==> src/rtl/control_multicycle_pkg.sv <==
// Shared constants for the multi-cycle control unit: FSM state codes,
// RV32I opcodes, ALU operation codes and immediate-format selectors.
package control_pkg;

    // Main FSM state codes (plain constants so legacy tools can dump them).
    localparam logic [3:0] S_FETCH    = 4'd0;
    localparam logic [3:0] S_DECODE   = 4'd1;
    localparam logic [3:0] S_MEMADR   = 4'd2;
    localparam logic [3:0] S_MEMREAD  = 4'd3;
    localparam logic [3:0] S_MEMWB    = 4'd4;
    localparam logic [3:0] S_MEMWRITE = 4'd5;
    localparam logic [3:0] S_EXECR    = 4'd6;
    localparam logic [3:0] S_EXECI    = 4'd7;
    localparam logic [3:0] S_ALUWB    = 4'd8;
    localparam logic [3:0] S_BRANCH   = 4'd9;
    localparam logic [3:0] S_JAL      = 4'd10;
    localparam logic [3:0] S_LUI      = 4'd11;

    // Opcodes (instr[6:0]) understood by the control unit.
    localparam logic [6:0] OP_LOAD   = 7'h03;
    localparam logic [6:0] OP_STORE  = 7'h23;
    localparam logic [6:0] OP_RTYPE  = 7'h33;
    localparam logic [6:0] OP_ITYPE  = 7'h13;
    localparam logic [6:0] OP_BRANCH = 7'h63;
    localparam logic [6:0] OP_JAL    = 7'h6F;
    localparam logic [6:0] OP_LUI    = 7'h37;

    // What the FSM asks of the ALU decoder in a given state.
    typedef enum logic [1:0] {
        ALUOP_ADD   = 2'b00,
        ALUOP_SUB   = 2'b01,
        ALUOP_FUNCT = 2'b10
    } aluop_e;

    // Full 4-bit ALU encoding. The 3-bit legacy encoding is the low three
    // bits of add/sub/and/or/slt, so truncation yields the legacy code.
    localparam logic [3:0] ALU_ADD  = 4'b0000;
    localparam logic [3:0] ALU_SUB  = 4'b0001;
    localparam logic [3:0] ALU_AND  = 4'b0010;
    localparam logic [3:0] ALU_OR   = 4'b0011;
    localparam logic [3:0] ALU_XOR  = 4'b0100;
    localparam logic [3:0] ALU_SLT  = 4'b0101;
    localparam logic [3:0] ALU_SLL  = 4'b0110;
    localparam logic [3:0] ALU_SRL  = 4'b0111;
    localparam logic [3:0] ALU_SRA  = 4'b1000;
    localparam logic [3:0] ALU_SLTU = 4'b1001;

    // Immediate format selectors for the datapath extender.
    localparam logic [2:0] IMM_I = 3'b000;
    localparam logic [2:0] IMM_S = 3'b001;
    localparam logic [2:0] IMM_B = 3'b010;
    localparam logic [2:0] IMM_J = 3'b011;
    localparam logic [2:0] IMM_U = 3'b100;

    // Immediate format is a pure function of the opcode.
    function automatic logic [2:0] imm_src_of(input logic [6:0] op);
        case (op)
            OP_STORE:  return IMM_S;
            OP_BRANCH: return IMM_B;
            OP_JAL:    return IMM_J;
            OP_LUI:    return IMM_U;
            default:   return IMM_I;
        endcase
    endfunction

endpackage

==> src/rtl/control_multicycle_if.sv <==
// Bundle between the instruction register / ALU flags / memory and the
// control unit. slave = control unit side, master = datapath side.
interface control_multicycle_if #(
    parameter int ALUCTRL_W = 4
);
    logic [6:0]           op;
    logic [2:0]           funct3;
    logic                 funct7b5;
    logic                 Zero;
    logic                 Lt;
    logic                 Ltu;
    logic                 mem_ready;
    logic                 PCWrite;
    logic                 AdrSrc;
    logic                 MemWrite;
    logic                 IRWrite;
    logic [1:0]           ResultSrc;
    logic [1:0]           ALUSrcA;
    logic [1:0]           ALUSrcB;
    logic [ALUCTRL_W-1:0] ALUControl;
    logic [2:0]           ImmSrc;
    logic                 RegWrite;
    logic                 illegal;

    modport slave (
        input  op, funct3, funct7b5, Zero, Lt, Ltu, mem_ready,
        output PCWrite, AdrSrc, MemWrite, IRWrite, ResultSrc,
               ALUSrcA, ALUSrcB, ALUControl, ImmSrc, RegWrite, illegal
    );

    modport master (
        output op, funct3, funct7b5, Zero, Lt, Ltu, mem_ready,
        input  PCWrite, AdrSrc, MemWrite, IRWrite, ResultSrc,
               ALUSrcA, ALUSrcB, ALUControl, ImmSrc, RegWrite, illegal
    );
endinterface

==> src/rtl/control_multicycle_alu_decoder.sv <==
// Combinational ALU decoder: maps the FSM's ALU request plus funct fields
// to an ALUControl code, and flags funct combinations this build rejects.
module alu_decoder
    import control_pkg::*;
#(
    parameter int ALUCTRL_W = 4
) (
    input  aluop_e               alu_op,
    input  logic [2:0]           funct3,
    input  logic                 funct7b5,
    input  logic                 op5,
    output logic [ALUCTRL_W-1:0] alu_control,
    output logic                 illegal_funct
);

    // Legacy builds only implement add/sub/and/or/slt.
    localparam bit LEGACY = (ALUCTRL_W == 3);

    logic       r_alt;
    logic [3:0] funct_code;
    logic [3:0] code_sel;

    // funct7b5 is an opcode modifier only for R-type; for I-type it is an
    // immediate bit, except on the shifts where it selects srai / rejects slli.
    assign r_alt = op5 & funct7b5;

    // Decode funct3/funct7b5 independently of the FSM so DECODE can check legality.
    always_comb begin
        funct_code    = ALU_ADD;
        illegal_funct = 1'b0;
        case (funct3)
            3'b000: funct_code = r_alt ? ALU_SUB : ALU_ADD;
            3'b001: begin
                funct_code    = ALU_SLL;
                illegal_funct = LEGACY | funct7b5;
            end
            3'b010: begin
                funct_code    = ALU_SLT;
                illegal_funct = r_alt;
            end
            3'b011: begin
                funct_code    = ALU_SLTU;
                illegal_funct = LEGACY | r_alt;
            end
            3'b100: begin
                funct_code    = ALU_XOR;
                illegal_funct = LEGACY | r_alt;
            end
            3'b101: begin
                funct_code    = funct7b5 ? ALU_SRA : ALU_SRL;
                illegal_funct = LEGACY;
            end
            3'b110: begin
                funct_code    = ALU_OR;
                illegal_funct = r_alt;
            end
            default: begin
                funct_code    = ALU_AND;
                illegal_funct = r_alt;
            end
        endcase
        if (illegal_funct) begin
            funct_code = ALU_ADD;
        end
    end

    // Select between the FSM's fixed add/sub requests and the funct decode.
    always_comb begin
        case (alu_op)
            ALUOP_ADD: code_sel = ALU_ADD;
            ALUOP_SUB: code_sel = ALU_SUB;
            default:   code_sel = funct_code;
        endcase
    end

    assign alu_control = code_sel[ALUCTRL_W-1:0];

endmodule

==> src/rtl/control_multicycle.sv <==
// Multi-cycle RV32I control unit: registered main FSM sequencing
// fetch/decode/execute/memory/writeback over a shared memory and ALU,
// with memory wait states, branch resolution and illegal-op detection.
module control_multicycle
    import control_pkg::*;
#(
    parameter int ALUCTRL_W  = 4,
    parameter bit EXT_BRANCH = 1'b1,
    parameter bit MEM_WAIT   = 1'b1
) (
    input  logic                 clk,
    input  logic                 reset,
    control_multicycle_if.slave  bus
);

    logic [3:0]           state_q;
    logic [3:0]           state_d;
    logic                 ready_eff;
    aluop_e               alu_op;
    logic [ALUCTRL_W-1:0] alu_ctrl;
    logic                 illegal_funct;
    logic                 branch_legal;
    logic                 branch_taken;
    logic [3:0]           decode_next;
    logic                 decode_illegal;

    logic                 pc_write;
    logic                 adr_src;
    logic                 mem_write;
    logic                 ir_write;
    logic [1:0]           result_src;
    logic [1:0]           alu_src_a;
    logic [1:0]           alu_src_b;
    logic                 reg_write;
    logic                 illegal_pulse;

    // Without wait states every access is assumed to complete in one cycle.
    assign ready_eff = MEM_WAIT ? bus.mem_ready : 1'b1;

    alu_decoder #(
        .ALUCTRL_W (ALUCTRL_W)
    ) u_alu_decoder (
        .alu_op        (alu_op),
        .funct3        (bus.funct3),
        .funct7b5      (bus.funct7b5),
        .op5           (bus.op[5]),
        .alu_control   (alu_ctrl),
        .illegal_funct (illegal_funct)
    );

    // Branch condition: legality of funct3 and taken/not-taken from the flags.
    always_comb begin
        branch_legal = 1'b1;
        branch_taken = 1'b0;
        case (bus.funct3)
            3'b000: branch_taken = bus.Zero;
            3'b001: branch_taken = ~bus.Zero;
            3'b100: branch_taken = bus.Lt;
            3'b101: branch_taken = ~bus.Lt;
            3'b110: branch_taken = bus.Ltu;
            3'b111: branch_taken = ~bus.Ltu;
            default: branch_legal = 1'b0;
        endcase
        if (!EXT_BRANCH && bus.funct3 != 3'b000) begin
            branch_legal = 1'b0;
        end
        if (!branch_legal) begin
            branch_taken = 1'b0;
        end
    end

    // Opcode dispatch out of DECODE; unsupported encodings return to FETCH.
    always_comb begin
        decode_next    = S_FETCH;
        decode_illegal = 1'b0;
        case (bus.op)
            OP_LOAD, OP_STORE: decode_next = S_MEMADR;
            OP_RTYPE: begin
                decode_next    = illegal_funct ? S_FETCH : S_EXECR;
                decode_illegal = illegal_funct;
            end
            OP_ITYPE: begin
                decode_next    = illegal_funct ? S_FETCH : S_EXECI;
                decode_illegal = illegal_funct;
            end
            OP_BRANCH: begin
                decode_next    = branch_legal ? S_BRANCH : S_FETCH;
                decode_illegal = ~branch_legal;
            end
            OP_JAL:  decode_next = S_JAL;
            OP_LUI:  decode_next = S_LUI;
            default: decode_illegal = 1'b1;
        endcase
    end

    // ALU request depends on state only, keeping it clear of the decode path.
    always_comb begin
        case (state_q)
            S_EXECR, S_EXECI: alu_op = ALUOP_FUNCT;
            S_BRANCH:         alu_op = ALUOP_SUB;
            default:          alu_op = ALUOP_ADD;
        endcase
    end

    // Main FSM: next state and per-state datapath controls.
    always_comb begin
        state_d       = state_q;
        pc_write      = 1'b0;
        adr_src       = 1'b0;
        mem_write     = 1'b0;
        ir_write      = 1'b0;
        result_src    = 2'b00;
        alu_src_a     = 2'b00;
        alu_src_b     = 2'b00;
        reg_write     = 1'b0;
        illegal_pulse = 1'b0;
        case (state_q)
            S_FETCH: begin
                alu_src_b  = 2'b10;
                result_src = 2'b10;
                ir_write   = ready_eff;
                pc_write   = ready_eff;
                if (ready_eff) begin
                    state_d = S_DECODE;
                end
            end
            S_DECODE: begin
                alu_src_a     = 2'b01;
                alu_src_b     = 2'b01;
                illegal_pulse = decode_illegal;
                state_d       = decode_next;
            end
            S_MEMADR: begin
                alu_src_a = 2'b10;
                alu_src_b = 2'b01;
                state_d   = (bus.op == OP_LOAD) ? S_MEMREAD : S_MEMWRITE;
            end
            S_MEMREAD: begin
                adr_src = 1'b1;
                if (ready_eff) begin
                    state_d = S_MEMWB;
                end
            end
            S_MEMWB: begin
                result_src = 2'b01;
                reg_write  = 1'b1;
                state_d    = S_FETCH;
            end
            S_MEMWRITE: begin
                adr_src   = 1'b1;
                mem_write = 1'b1;
                if (ready_eff) begin
                    state_d = S_FETCH;
                end
            end
            S_EXECR: begin
                alu_src_a = 2'b10;
                alu_src_b = 2'b00;
                state_d   = S_ALUWB;
            end
            S_EXECI: begin
                alu_src_a = 2'b10;
                alu_src_b = 2'b01;
                state_d   = S_ALUWB;
            end
            S_ALUWB: begin
                reg_write = 1'b1;
                state_d   = S_FETCH;
            end
            S_JAL: begin
                alu_src_a = 2'b01;
                alu_src_b = 2'b10;
                pc_write  = 1'b1;
                state_d   = S_ALUWB;
            end
            S_LUI: begin
                alu_src_a = 2'b10;
                alu_src_b = 2'b01;
                state_d   = S_ALUWB;
            end
            S_BRANCH: begin
                alu_src_a = 2'b10;
                alu_src_b = 2'b00;
                pc_write  = branch_taken;
                state_d   = S_FETCH;
            end
            default: state_d = S_FETCH;
        endcase
    end

    // State register; reset parks the machine in FETCH.
    always_ff @(posedge clk) begin
        if (reset) begin
            state_q <= S_FETCH;
        end else begin
            state_q <= state_d;
        end
    end

    // Outputs are forced low while reset is held so no write can leak out.
    always_comb begin
        bus.PCWrite    = reset ? 1'b0 : pc_write;
        bus.AdrSrc     = reset ? 1'b0 : adr_src;
        bus.MemWrite   = reset ? 1'b0 : mem_write;
        bus.IRWrite    = reset ? 1'b0 : ir_write;
        bus.ResultSrc  = reset ? 2'b00 : result_src;
        bus.ALUSrcA    = reset ? 2'b00 : alu_src_a;
        bus.ALUSrcB    = reset ? 2'b00 : alu_src_b;
        bus.ALUControl = reset ? '0 : alu_ctrl;
        bus.ImmSrc     = reset ? 3'b000 : imm_src_of(bus.op);
        bus.RegWrite   = reset ? 1'b0 : reg_write;
        bus.illegal    = reset ? 1'b0 : illegal_pulse;
    end

endmodule

==> src/flat_wrapper.sv <==
// flat-port wrapper written by rule: the top's interface ports become plain ports
module control_multicycle_flat import control_pkg::*;
#(
    parameter int ALUCTRL_W  = 4,
    parameter bit EXT_BRANCH = 1'b1,
    parameter bit MEM_WAIT   = 1'b1
)
  (clk, reset, bus_op, bus_funct3, bus_funct7b5, bus_Zero, bus_Lt, bus_Ltu, bus_mem_ready, bus_PCWrite, bus_AdrSrc, bus_MemWrite, bus_IRWrite, bus_ResultSrc, bus_ALUSrcA, bus_ALUSrcB, bus_ALUControl, bus_ImmSrc, bus_RegWrite, bus_illegal);
  control_multicycle_if #(.ALUCTRL_W(ALUCTRL_W)) bus_i ();
  input  logic clk;
  input  logic reset;
  input wire logic [$bits(bus_i.op)-1:0] bus_op;
  input wire logic [$bits(bus_i.funct3)-1:0] bus_funct3;
  input wire logic [$bits(bus_i.funct7b5)-1:0] bus_funct7b5;
  input wire logic [$bits(bus_i.Zero)-1:0] bus_Zero;
  input wire logic [$bits(bus_i.Lt)-1:0] bus_Lt;
  input wire logic [$bits(bus_i.Ltu)-1:0] bus_Ltu;
  input wire logic [$bits(bus_i.mem_ready)-1:0] bus_mem_ready;
  output wire logic [$bits(bus_i.PCWrite)-1:0] bus_PCWrite;
  output wire logic [$bits(bus_i.AdrSrc)-1:0] bus_AdrSrc;
  output wire logic [$bits(bus_i.MemWrite)-1:0] bus_MemWrite;
  output wire logic [$bits(bus_i.IRWrite)-1:0] bus_IRWrite;
  output wire logic [$bits(bus_i.ResultSrc)-1:0] bus_ResultSrc;
  output wire logic [$bits(bus_i.ALUSrcA)-1:0] bus_ALUSrcA;
  output wire logic [$bits(bus_i.ALUSrcB)-1:0] bus_ALUSrcB;
  output wire logic [$bits(bus_i.ALUControl)-1:0] bus_ALUControl;
  output wire logic [$bits(bus_i.ImmSrc)-1:0] bus_ImmSrc;
  output wire logic [$bits(bus_i.RegWrite)-1:0] bus_RegWrite;
  output wire logic [$bits(bus_i.illegal)-1:0] bus_illegal;
  assign bus_i.op = bus_op;
  assign bus_i.funct3 = bus_funct3;
  assign bus_i.funct7b5 = bus_funct7b5;
  assign bus_i.Zero = bus_Zero;
  assign bus_i.Lt = bus_Lt;
  assign bus_i.Ltu = bus_Ltu;
  assign bus_i.mem_ready = bus_mem_ready;
  assign bus_PCWrite = bus_i.PCWrite;
  assign bus_AdrSrc = bus_i.AdrSrc;
  assign bus_MemWrite = bus_i.MemWrite;
  assign bus_IRWrite = bus_i.IRWrite;
  assign bus_ResultSrc = bus_i.ResultSrc;
  assign bus_ALUSrcA = bus_i.ALUSrcA;
  assign bus_ALUSrcB = bus_i.ALUSrcB;
  assign bus_ALUControl = bus_i.ALUControl;
  assign bus_ImmSrc = bus_i.ImmSrc;
  assign bus_RegWrite = bus_i.RegWrite;
  assign bus_illegal = bus_i.illegal;
  control_multicycle #(.ALUCTRL_W(ALUCTRL_W), .EXT_BRANCH(EXT_BRANCH), .MEM_WAIT(MEM_WAIT)) u_core (.clk(clk), .reset(reset), .bus(bus_i));
endmodule
==> config.mk <==
export PLATFORM = sky130hd
export DESIGN_NAME = control_multicycle_flat
export DESIGN_NICKNAME = d
export VERILOG_FILES = /design/src/rtl/control_multicycle_pkg.sv /design/src/rtl/control_multicycle_if.sv /design/src/rtl/control_multicycle_alu_decoder.sv /design/src/rtl/control_multicycle.sv /design/src/flat_wrapper.sv
export SDC_FILE = /design/constraint.sdc
export NUM_CORES = 1
export LEC_CHECK = 0
export ABC_AREA = 1
export BUFFER_PORTS_ARGS = -buffer_cell sky130_fd_sc_hd__buf_2
export CORE_MARGIN = 1.5
export CORE_UTILIZATION = 45
export DETAILED_ROUTE_END_ITERATION = 10
export PLACE_DENSITY = 0.77
export SYNTH_ARGS = -nofsm -noshare
export SYNTH_HDL_FRONTEND = slang
export SYNTH_SLANG_ARGS = --single-unit
==> constraint.sdc <==
create_clock -name clk -period 1.55 [get_ports clk]
set_input_delay 0.155 -clock clk [delete_from_list [all_inputs] [get_ports clk]]
set_output_delay 0.155 -clock clk [all_outputs]
set_load 0.01 [all_outputs]
# After elaboration in Yosys (flattened, before gate mapping)
# Cells that the tools add are included.
[totals]
word_cells = 93
input_bits = 17
output_inout_bits = 19
reg_bits = 4
[classes]
n_eq_ne = 29
mux = 41
n_bitwise = 5
reduce_logical = 17
[ops]
columns = ["op", "count"]
rows = [
  ["4-bit one-hot mux with 6 select lines", 2],
  ["4-bit 2-to-1 mux", 7],
  ["4-bit one-hot mux with 7 select lines", 1],
  ["7-bit by 6-bit == test with 1-bit output, second input constant", 3],
  ["4-bit by 3-bit == test with 1-bit output, second input constant", 4],
  ["4-bit == test, second input constant", 4],
  ["2-bit one-hot mux with 2 select lines", 4],
  ["2-bit OR reduction", 8],
  ["7-bit == test, second input constant", 2],
  ["1-bit 2-to-1 mux", 14],
  ["3-bit == test, second input constant", 4],
  ["3-bit 2-to-1 mux", 4],
  ["3-bit one-hot mux with 4 select lines", 1],
  ["4-bit OR reduction", 3],
  ["4-bit by 2-bit == test with 1-bit output, second input constant", 2],
  ["4-bit one-hot mux with 2 select lines", 1],
  ["7-bit by 2-bit == test with 1-bit output, second input constant", 1],
  ["7-bit by 5-bit == test with 1-bit output, second input constant", 1],
  ["3-bit by 2-bit == test with 1-bit output, second input constant", 2],
  ["2-bit 2-to-1 mux", 3],
  ["2-bit != test, second input constant", 3],
  ["1-bit one-hot mux with 3 select lines", 2],
  ["1-bit one-hot mux with 6 select lines", 1],
  ["6-bit OR reduction", 1],
  ["other kinds (11)", 14],
]

# Depth between registers and ports, before layout
# Gate-level depths: netlist of the first run.
[logic_depth]
word_depth = 7
mapped_depth = 12
depth_no_buf = 12

# Modules after synthesis
# From an unflattened synthesis of the first run, not the netlist that was laid out.
[hier_totals]
hier_cells = 177
area_unflattened_um2 = 922.1
[modules_own_cells]
columns = ["module", "area_each_um2", "instances", "cells_per_inst", "seq_area_each_um2"]
rows = [
  ["control_multicycle", 725.7, 1, 135, 80.1],
  ["alu_decoder", 196.4, 1, 42, 0.0],
]

# Least setup slack after synthesis of the first run
# OpenSTA, ideal clock, no wires.
[synth_timing]
path_type = "register to output"
start = "register u_core.state_q[2]"
end = "output port bus_ALUControl[2]"
path_slack_ns = 0.257
path_buffers = 0
arrival_ns = 1.138
stages_incl_launch_ff = 7
required_time_ns = 1.395
cell_sequence = "dfxtp_1 -> inv_1 -> nor2_1 -> inv_1 -> nor2_1 -> inv_1 -> nor4_2"
[synth_via]
elab_chain_len = 6
word_cells_on_any_way = 9
cone_classes = "eq/ne: 4; mux: 3; reduce/logical: 2"
[synth_lines]
columns = ["item", "line", "source"]
rows = [
  ["from (decl)", "control_multicycle.sv:16", "logic [3:0] state_q;"],
  ["from (signal assigned)", "control_multicycle.sv:196", "state_q <= state_d;"],
  ["4-bit by 3-bit == test with 1-bit output", "control_multicycle.sv:98", "case (state_q)"],
  ["2-bit OR reduction", "control_multicycle.sv:98", ""],
  ["2-bit one-hot mux with 2 select lines *", "control_multicycle.sv:98", ""],
  ["2-bit by 1-bit == test with 1-bit output or 2-bit logical NOT (tied branches)", "control_multicycle_alu_decoder.sv:69", "case (alu_op)"],
  ["4-bit one-hot mux with 2 select lines *", "control_multicycle_alu_decoder.sv:69", ""],
  ["4-bit 2-to-1 mux *", "control_multicycle.sv:209", "bus.ALUControl = reset ? '0 : alu_ctrl;"],
  ["to (decl)", "flat_wrapper.sv:26", "output wire logic [$bits(bus_i.ALUControl)-1:0] bus_ALUControl;"],
]
# Every way passes the cells marked *; elsewhere a longest branch is shown, timed or not.

# Worst setup path after layout of the first run
[layout_timing]
start = "register u_core.state_q[2]"
end = "output port bus_ALUSrcB[0]"
[layout_via]
elab_chain_len = 4
word_cells_on_any_way = 10
cone_classes = "eq/ne: 5; mux: 2; reduce/logical: 3"
[layout_lines]
columns = ["item", "line", "source"]
rows = [
  ["4-bit by 1-bit == test with 1-bit output (tied with other cells)", "control_multicycle.sv:117", "case (state_q)"],
  ["4-bit OR reduction (no source line) or 2-bit OR reduction (tied branches)", "n/a", ""],
  ["2-bit one-hot mux with 2 select lines *", "control_multicycle.sv:117", ""],
  ["2-bit 2-to-1 mux *", "control_multicycle.sv:208", "bus.ALUSrcB = reset ? 2'b00 : alu_src_b;"],
  ["to (decl)", "flat_wrapper.sv:25", "output wire logic [$bits(bus_i.ALUSrcB)-1:0] bus_ALUSrcB;"],
]
# Marks and branches as above.

==> Flow_metrics.wiki, run 1 <==
{| class="wikitable"
! Metric !! Value
|-
| Estimated wirelength of the detail-placed design || 1860 um
|-
| Initial DRC Count || 18
|-
| Area of the die || 2090 um^2
|-
| CTS H-Tree Depth || 1
|-
| Placed inst area || 1020 um^2
|-
| Post-Synth XOR/XNOR Area || 0%
|-
| Average via count per standard cell || 5.13
|-
| Number of primary I/O pins || 36
|-
| FF+latch area || 87.6 um^2
|-
| Area of the placeable core || 1730 um^2
|-
| Vias in the first global route || 938
|-
| Global-route wire length before repair || 3820 um
|-
| Via count || 1189
|-
| Dominant combinational cell family by area after synthesis || simple AND/OR/NAND/NOR gates
|-
| Leak || 0.000643 uW
|-
| Grt total ovfl || 0
|-
| Top cell family by delay on the critical path || buffers and inverters
|-
| Most frequently used flop master after synthesis || dfxtp_1
|-
| Nature of the critical path endpoint || output pin
|-
| Wirelength per Cell || 11.2 um
|-
| Sink of the worst hold path || u_core.state_q[2]$_SDFFE_PP0P_
|-
| Max VDD drop || 0.000342 V
|-
| Share of flip-flops with an asynchronous set or reset || 0%
|-
| Number of register bits inferred by synthesis || 4
|-
| Clock skew || 0.000210 ns
|-
| Number of warnings printed during yosys synthesis || 0
|-
| Crit Path Class || reg2out
|-
| Number of flip-flops under the largest register name || 4
|-
| Final setup violation count || 1
|-
| HP Class || in2reg
|-
| Time the final worst path needs with I/O delays and setup || 1.55 ns
|-
| Number of enable flip-flop cells after synthesis || 0
|-
| Distinct cell type count of the synthesized netlist || 20
|-
| Layout Nets || 226
|-
| TritonCTS buffer count || 3
|-
| Mean cell area of the mapped netlist || 4.97 um^2
|-
| Final cell area excluding filler cells || 1160 um^2
|-
| Number of instances on the worst hold path || 4
|-
| Clk root buf || clkbuf_4
|-
| Mapped Area || 821 um^2
|-
| Die height || 45.7 um
|-
| Max Root-Sink Buffers || 2
|-
| Final design utilization || 67.2%
|-
| Drt first pass iters || 4
|-
| Logic depth of the worst register-to-register path || 8
|-
| Worst reg2reg path startpoint || u_core.state_q[0]$_SDFFE_PP0P_
|-
| Arrival time reported for the critical path endpoint || 1.40 ns
|-
| Slew of the pin with the lowest slew margin || 0.370 ns
|-
| Startpoint type of the worst setup path || register
|-
| Standard cell with the maximum stage delay on the critical path || dfxtp_4
|-
| Pin count of the biggest net entering global routing || 19
|-
| IO Port Bufs || 35
|-
| Maximum fanout encountered on the critical timing path || 5
|-
| Result of the run || complete, but fails checks
|-
| Horizontal die dimension || 45.7 um
|-
| Number of max-slew violations in the final report || 0
|-
| Post-CTS clock slew at the launch and capture registers of the worst setup and hold paths || 0.04 ns
|-
| Fill cells || 172
|-
| Number of maximum-capacitance violations || 0
|-
| FMAX || 644 MHz
|-
| Simple-Gate Fraction of Synth Area || 59.3%
|-
| Initial Util || 47.5%
|-
| Setup slack, reg-to-reg || 0.27 ns
|-
| Final Total Pwr || 419 uW
|-
| CP cell instances || buf_4, nor2_4, nor2_2, inv_1, nand2_1, a21oi_1, buf_2
|-
| Final number of hold-violating endpoints || 0
|-
| Largest registers ranked by flip-flop count || u_core.state_q x4
|-
| Final setup TNS || -0.00345 ns
|-
| Post-cts hold buffer count || 0
|-
| Violated checks || setup timing
|-
| Setup ws final || -0.00345 ns
|-
| Row Count || 15
|-
| Total nets after synthesis || 182
|-
| Biggest register || u_core.state_q
|-
| Bufs and invs on worst path || 3
|-
| Adder-cell area share of the yosys netlist || 0%
|-
| Final clock period utilization by the worst path || 100%
|-
| P per Cell Area || 361 nW/um^2
|-
| Count of non-filler cells in the finished layout || 232
|-
| Worst skew pair latency || 0.23 ns
|-
| Multi-input gate area in the final layout || 683 um^2
|-
| Fraction of final layout cells sized beyond drive strength 1 || 39.6%
|-
| Drt total wl || 2590 um
|-
| Placed Instances || 224
|-
| Signed area change from the synthesized netlist to the final layout || 41.3%
|-
| Number of antenna violations at the first check in global routing || 0
|-
| Worst max-slew margin expressed relative to the limit || 75.3%
|-
| Synthesized-area fraction occupied by ao, oa, aoi and oai cells || 16.3%
|-
| Worst endpoint required time || 1.39 ns
|-
| Critical Path Max Stage Delay || 0.35 ns
|-
| Total global-route track usage || 24.0%
|-
| Clock tree from TritonCTS || yes
|-
| Remaining DRCs || 0
|-
| Routability congestion estimate from global placement || 0.911
|-
| Total inserted antenna cells || 0
|-
| Post-DRT Antenna Nets || 0
|-
| Share of synthesized area spent on multiplexers || 0%
|-
| Unrepaired setup endpoints after global routing || yes
|-
| Worst reg2reg endpoint || u_core.state_q[0]$_SDFFE_PP0P_
|-
| Mapped Cells || 165
|-
| Clock tree sinks || 4
|-
| Startpoint of the worst hold path || bus_mem_ready
|-
| Portion of the post-synthesis area used by sequential elements || 9.76%
|}
[cell usage in the layout (no fill, tap or decap), drive strengths merged, types with 2 or more instances in the layout]
cell type and n:
nand2 49, buf 41, nor2 34, inv 29, nand3 19, a21oi 14
o21ai 8, dfxtp 4, clkbuf 3, a31oi 2, nand3b 2
[final cells by class]
| type | count | area share, % |
|---|---|---|
| clock buffers | 3 | 1.94 |
| well taps | 25 | 2.70 |
| inverters | 29 | 9.60 |
| repair buffers | 41 | 19.3 |
| flip-flops and latches | 4 | 7.55 |
| multi-input cells | 130 | 58.9 |
[cells in the mapped netlist (2+ instances only)]
library cell	count	area (um^2)
nand2_1	48	180
nor2_1	27	101
inv_1	23	86.3
nand3_1	19	95.1
a21oi_1	11	55.1
o21ai_0	7	35.0
inv_2	6	22.5
nor2_2	5	31.3
dfxtp_1	4	80.1
a21oi_2	3	26.3
a31oi_1	2	12.5
nor2_4	2	22.5
[per-stage QoR]
stage / hold WS [ns] / setup WS [ns]
final: 0.281 / -0.00345
after global routing: 0.310 / -0.0768
after CTS: 0.278 / 0.00901
after detailed placement: 0.526 / 0.140
after global placement: 0.520 / 0.159
after floorplan: 0.370 / 0.257
[layer usage]
metal / global-route usage (%) / wire, um
met2: 43.4 / 1280
met4: 5.14 / 38
met3: 1.59 / 121
met5: 0 / 0
met1: 31.0 / 1150
[timing repair]
action                                  in CTS  in global routing
pin swaps                                    2                  7
endpoints found under the setup margin       7                 12
gates resized for setup                      7                 19
setup buffers                                0                  5
[worst max path at each step]
stage | startpoint | end | slack, ns | depth (start not counted)
finish | u_core.state_q[2]$_SDFFE_PP0P_ | bus_ALUSrcB[0] | -0.003 | 7
global route | u_core.state_q[1]$_SDFFE_PP0P_ | bus_ALUControl[0] | -0.08 | 6
CTS | u_core.state_q[0]$_SDFFE_PP0P_ | bus_ALUSrcB[0] | 0.009 | 7
detailed placement | u_core.state_q[1]$_SDFFE_PP0P_ | bus_ALUControl[2] | 0.14 | 5
global placement | u_core.state_q[1]$_SDFFE_PP0P_ | bus_ALUControl[2] | 0.16 | 5
floorplan | u_core.state_q[2]$_SDFFE_PP0P_ | bus_ALUControl[2] | 0.26 | 6
[cell families (layout without fill, tap and decap cells)]
logic type	Yosys count	count (layout)
buf+inv	31	73
compound gates	24	24
simple gates	106	106
flops	4	4
[worst reg2reg max path, cell delays in order, from the launching register on]
cell,delay (ns)
dfxtp_2,0.33
inv_2,0.12
nor2_4,0.06
buf_4,0.14
nand2_1,0.11
nand2_1,0.06
o21ai_0,0.19
nand2_1,0.10
a21oi_2,0.11
[power breakdown]
group,switching [uW],internal (uW),total [uW]
Sequential,3.31,105,108
Clock,37.3,86.3,124
Combinational,118,68.9,187
(Power assumes the default switching activity.)
==> run 2: changes to the inputs <==
--- a/config.mk
+++ b/config.mk
@@ -10,7 +10,7 @@
 export CORE_MARGIN = 1.5
 export CORE_UTILIZATION = 45
 export DETAILED_ROUTE_END_ITERATION = 10
-export PLACE_DENSITY = 0.77
+export PLACE_DENSITY = 0.81
 export SYNTH_ARGS = -nofsm -noshare
 export SYNTH_HDL_FRONTEND = slang
 export SYNTH_SLANG_ARGS = --single-unit
==> run 2 against run 1 <==
Net effect:
- the run now ends clean
- sequential share of layout area increased by 0.25 points
- non-clock buffer count unchanged
- final area decreased by 0.43%
- utilization decreased by 0.29 points
- sequential power about the same
- first-iteration DRC count increased to 2.9 times the previous value
- fmax increased by 0.68%
- die area unchanged
- setup slack improved by 0.010 ns
- power increased by 2.0%
- global-route usage increased by 0.83 points
- count of clock-buffer cells in the layout unchanged
- largest cell class unchanged
- largest power group unchanged
- highest routed layer unchanged
==> Flow_metrics.wiki, run 2 (synthesis results as in run 1) <==
{| class="wikitable"
! Metric !! Value
|-
| Result of the run || finished, final reports clean (was complete, but fails checks)
|-
| Remaining DRCs || 0 (unchanged)
|-
| Max VDD drop || 0.000316 V (was 0.000342 V)
|-
| Final number of hold-violating endpoints || 0 (unchanged)
|-
| Die height || 45.7 um (unchanged)
|-
| Final Total Pwr || 427 uW (was 419 uW)
|-
| Highest-count cells in the layout ignoring fill and taps || 47 x nand2_1, 35 x buf_2, 22 x nor2_1, 19 x inv_1, 18 x nand3_1 (was 48 x nand2_1, 35 x buf_2, 21 x nor2_1, 20 x inv_1, 16 x nand3_1)
|-
| Standard cell with the maximum stage delay on the critical path || dfxtp_2 (was dfxtp_4)
|-
| Startpoint type of the worst setup path || register (unchanged)
|-
| Clock tree from TritonCTS || yes (unchanged)
|-
| Time the final worst path needs with I/O delays and setup || 1.54 ns (was 1.55 ns)
|-
| Routability congestion estimate from global placement || 0.954 (was 0.911)
|-
| Total inserted antenna cells || 0 (unchanged)
|-
| Placed inst area || 1020 um^2 (unchanged)
|-
| Net Sw Power || 167 uW (was 158 uW)
|-
| Horizontal die dimension || 45.7 um (unchanged)
|-
| Most common cell after layout, fill and taps aside || nand2_1 (unchanged)
|-
| Drt total wl || 2700 um (was 2590 um)
|-
| Worst endpoint required time || 1.39 ns (about the same)
|-
| Fraction of final layout cells sized beyond drive strength 1 || 39.1% (was 39.6%)
|-
| Average via count per standard cell || 5.26 (was 5.13)
|-
| Via count || 1221 (was 1189)
|-
| Grt total ovfl || 0 (unchanged)
|-
| Number of antenna violations at the first check in global routing || 0 (unchanged)
|-
| Biggest register || u_core.state_q (unchanged)
|-
| Worst max-slew margin expressed relative to the limit || 76.6% (was 75.3%)
|-
| Estimated wirelength of the detail-placed design || 1990 um (was 1860 um)
|-
| IO Port Bufs || 35 (unchanged)
|-
| Multi-input gate area in the final layout || 678 um^2 (was 683 um^2)
|-
| FMAX || 648 MHz (was 644 MHz)
|-
| Number of flip-flops under the largest register name || 4 (unchanged)
|-
| Worst skew pair latency || 0.24 ns (was 0.23 ns)
|-
| CTS H-Tree Depth || 1 (unchanged)
|-
| CP cell instances || inv_2, nand2_1, nor2_4, inv_1, a31oi_1, buf_2 (was buf_4, nor2_4, nor2_2, inv_1, nand2_1, a21oi_1, buf_2)
|-
| Total global-route track usage || 24.9% (was 24.0%)
|-
| Global-route wire length before repair || 3910 um (was 3820 um)
|-
| Unrepaired setup endpoints after global routing || yes (unchanged)
|-
| Wirelength per Cell || 11.6 um (was 11.2 um)
|-
| Post-DRT Antenna Nets || 0 (unchanged)
|-
| Final clock period utilization by the worst path || 99.5% (was 100%)
|-
| Nature of the critical path endpoint || output pin (unchanged)
|-
| Post-CTS clock slew at the launch and capture registers of the worst setup and hold paths || 0.04 ns (about the same)
|-
| Leak || 0.000637 uW (was 0.000643 uW)
|-
| Final cell area excluding filler cells || 1150 um^2 (was 1160 um^2)
|-
| Slew of the pin with the lowest slew margin || 0.351 ns (was 0.370 ns)
|-
| P per Cell Area || 370 nW/um^2 (was 361 nW/um^2)
|-
| Proportion of power drawn by combinational gates || 44.5% (was 44.6%)
|-
| Clk root buf || clkbuf_4 (unchanged)
|-
| Clock skew || 0.00120 ns (was 0.000210 ns)
|-
| Arrival time reported for the critical path endpoint || 1.39 ns (was 1.40 ns)
|-
| Crit Path Class || reg2out (unchanged)
|-
| Pin count of the biggest net entering global routing || 19 (unchanged)
|-
| Drt first pass iters || 4 (unchanged)
|-
| Max Root-Sink Buffers || 2 (unchanged)
|-
| Number of maximum-capacitance violations || 0 (unchanged)
|-
| Number of primary I/O pins || 36 (unchanged)
|-
| Vias in the first global route || 1010 (was 938)
|-
| Clock power frac || 30.5% (was 29.5%)
|-
| Largest registers ranked by flip-flop count || u_core.state_q x4 (unchanged)
|-
| Initial DRC Count || 53 (was 18)
|-
| Critical Path Max Stage Delay || 0.33 ns (was 0.35 ns)
|-
| Row Count || 15 (unchanged)
|-
| Initial Util || 47.5% (unchanged)
|-
| Maximum fanout encountered on the critical timing path || 5 (unchanged)
|-
| Area of the die || 2090 um^2 (unchanged)
|-
| Portion of total power attributed to sequential cells || 25.0% (was 25.9%)
|-
| Bufs and invs on worst path || 3 (unchanged)
|-
| FF+latch area || 90.1 um^2 (was 87.6 um^2)
|-
| TritonCTS buffer count || 3 (unchanged)
|-
| Clock tree sinks || 4 (unchanged)
|-
| HP Class || in2reg (unchanged)
|-
| Signed area change from the synthesized netlist to the final layout || 40.7% (was 41.3%)
|-
| Final design utilization || 66.9% (was 67.2%)
|-
| Fill cells || 174 (was 172)
|-
| Top cell family by delay on the critical path || buffers and inverters (unchanged)
|-
| Number of max-slew violations in the final report || 0 (unchanged)
|-
| Area of the placeable core || 1730 um^2 (unchanged)
|-
| Layout Nets || 226 (unchanged)
|-
| Internal Dissipation || 260 uW (about the same)
|-
| Net switching share of the total power || 39.2% (was 37.8%)
|-
| Final setup violation count || 0 (was 1)
|}
-- run 2: cell count changes in the layout (fill, tap and decap cells not counted) --
cell,previous run,this run
inv_2,8,10
dfxtp_2,3,2
nand2_1,48,47
nor2_1,21,22
nand2_2,1,2
dfxtp_4,1,2
nand3_2,3,1
inv_1,20,19
inv_4,1,0
nand3_1,16,18
nor2_4,7,8
o21ai_0,7,6
nor2_2,6,4
o21ai_1,1,2
-- run 2: worst register-to-register path, stage by stage (launching register included) --
cell and delay [ns]:
dfxtp_2 0.35, inv_2 0.08, nor2_4 0.13, inv_1 0.08, nor2_4 0.14, buf_4 0.14, nand3_1 0.07, nand3_1 0.09
nand2_1 0.07, a21oi_2 0.11
-- run 2: path summary, 6_finish.rpt --
path,cells past startpoint,to,from,slack [ns]
worst max-delay path,6,bus_ALUSrcA[1],u_core.state_q[0]$_SDFFE_PP0P_,0.007
worst min-delay path,4,u_core.state_q[2]$_SDFFE_PP0P_,bus_mem_ready,0.27
worst max register to register,9,u_core.state_q[2]$_SDFFE_PP0P_,u_core.state_q[0]$_SDFFE_PP0P_,0.20
worst min register to register,2,u_core.state_q[3]$_SDFFE_PP0P_,u_core.state_q[1]$_SDFFE_PP0P_,0.55
-- run 2: area by class of cell --
type / instances / area share, %
Tap cell: 25 / 2.71
Multi-Input combinational cell: 130 / 58.7
Clock buffer: 3 / 1.95
Inverter: 29 / 9.43
Sequential cell: 4 / 7.80
Timing Repair Buffer: 41 / 19.4
-- run 2: stage by stage --
stage | TNS, ns | cells | worst slack, ns | hold slack, ns
final | 0 | 232 | 0.00700 | 0.271
after global routing | -0.178 | 232 | -0.0480 | 0.294
after CTS | -0.0200 | 228 | -0.0162 | 0.273
after detailed placement | 0 | 224 | 0.126 | 0.524
after global placement | 0 | 224 | 0.145 | 0.520
after floorplan | 0 | 165 | 0.257 | 0.370
-- run 2: power by group through the flow --
| stage | Sequential [uW] | Combinational (uW) | Clock (uW) |
|---|---|---|---|
| floorplan | 110 | 106 | 0 |
| global placement | 111 | 162 | 0 |
| detailed placement | 111 | 168 | 0 |
| CTS | 109 | 174 | 129 |
| global route | 107 | 208 | 142 |
| finish | 107 | 190 | 130 |
-- run 2: timing repair --
action / in CTS / in global routing
resized for setup: 7 / 20
hold buffers: 0 / 0
pin swaps: 1 / 10
endpoints found under the setup margin: 8 / 9
buffers inserted: 1 / 4
-- run 2: layer usage --
| metal | routed length (um) | global-route usage (%) | vias to the layer above | part of all wire (%) |
|---|---|---|---|---|
| li1 | - | - | 605 | - |
| met1 | 1120 | 30.8 | 552 | 42 |
| met2 | 1360 | 45.1 | 58 | 50 |
| met3 | 178 | 1.59 | 6 | 6.6 |
| met4 | 40 | 8.00 | 0 | 1.5 |
| met5 | 0 | 0 | - | 0 |
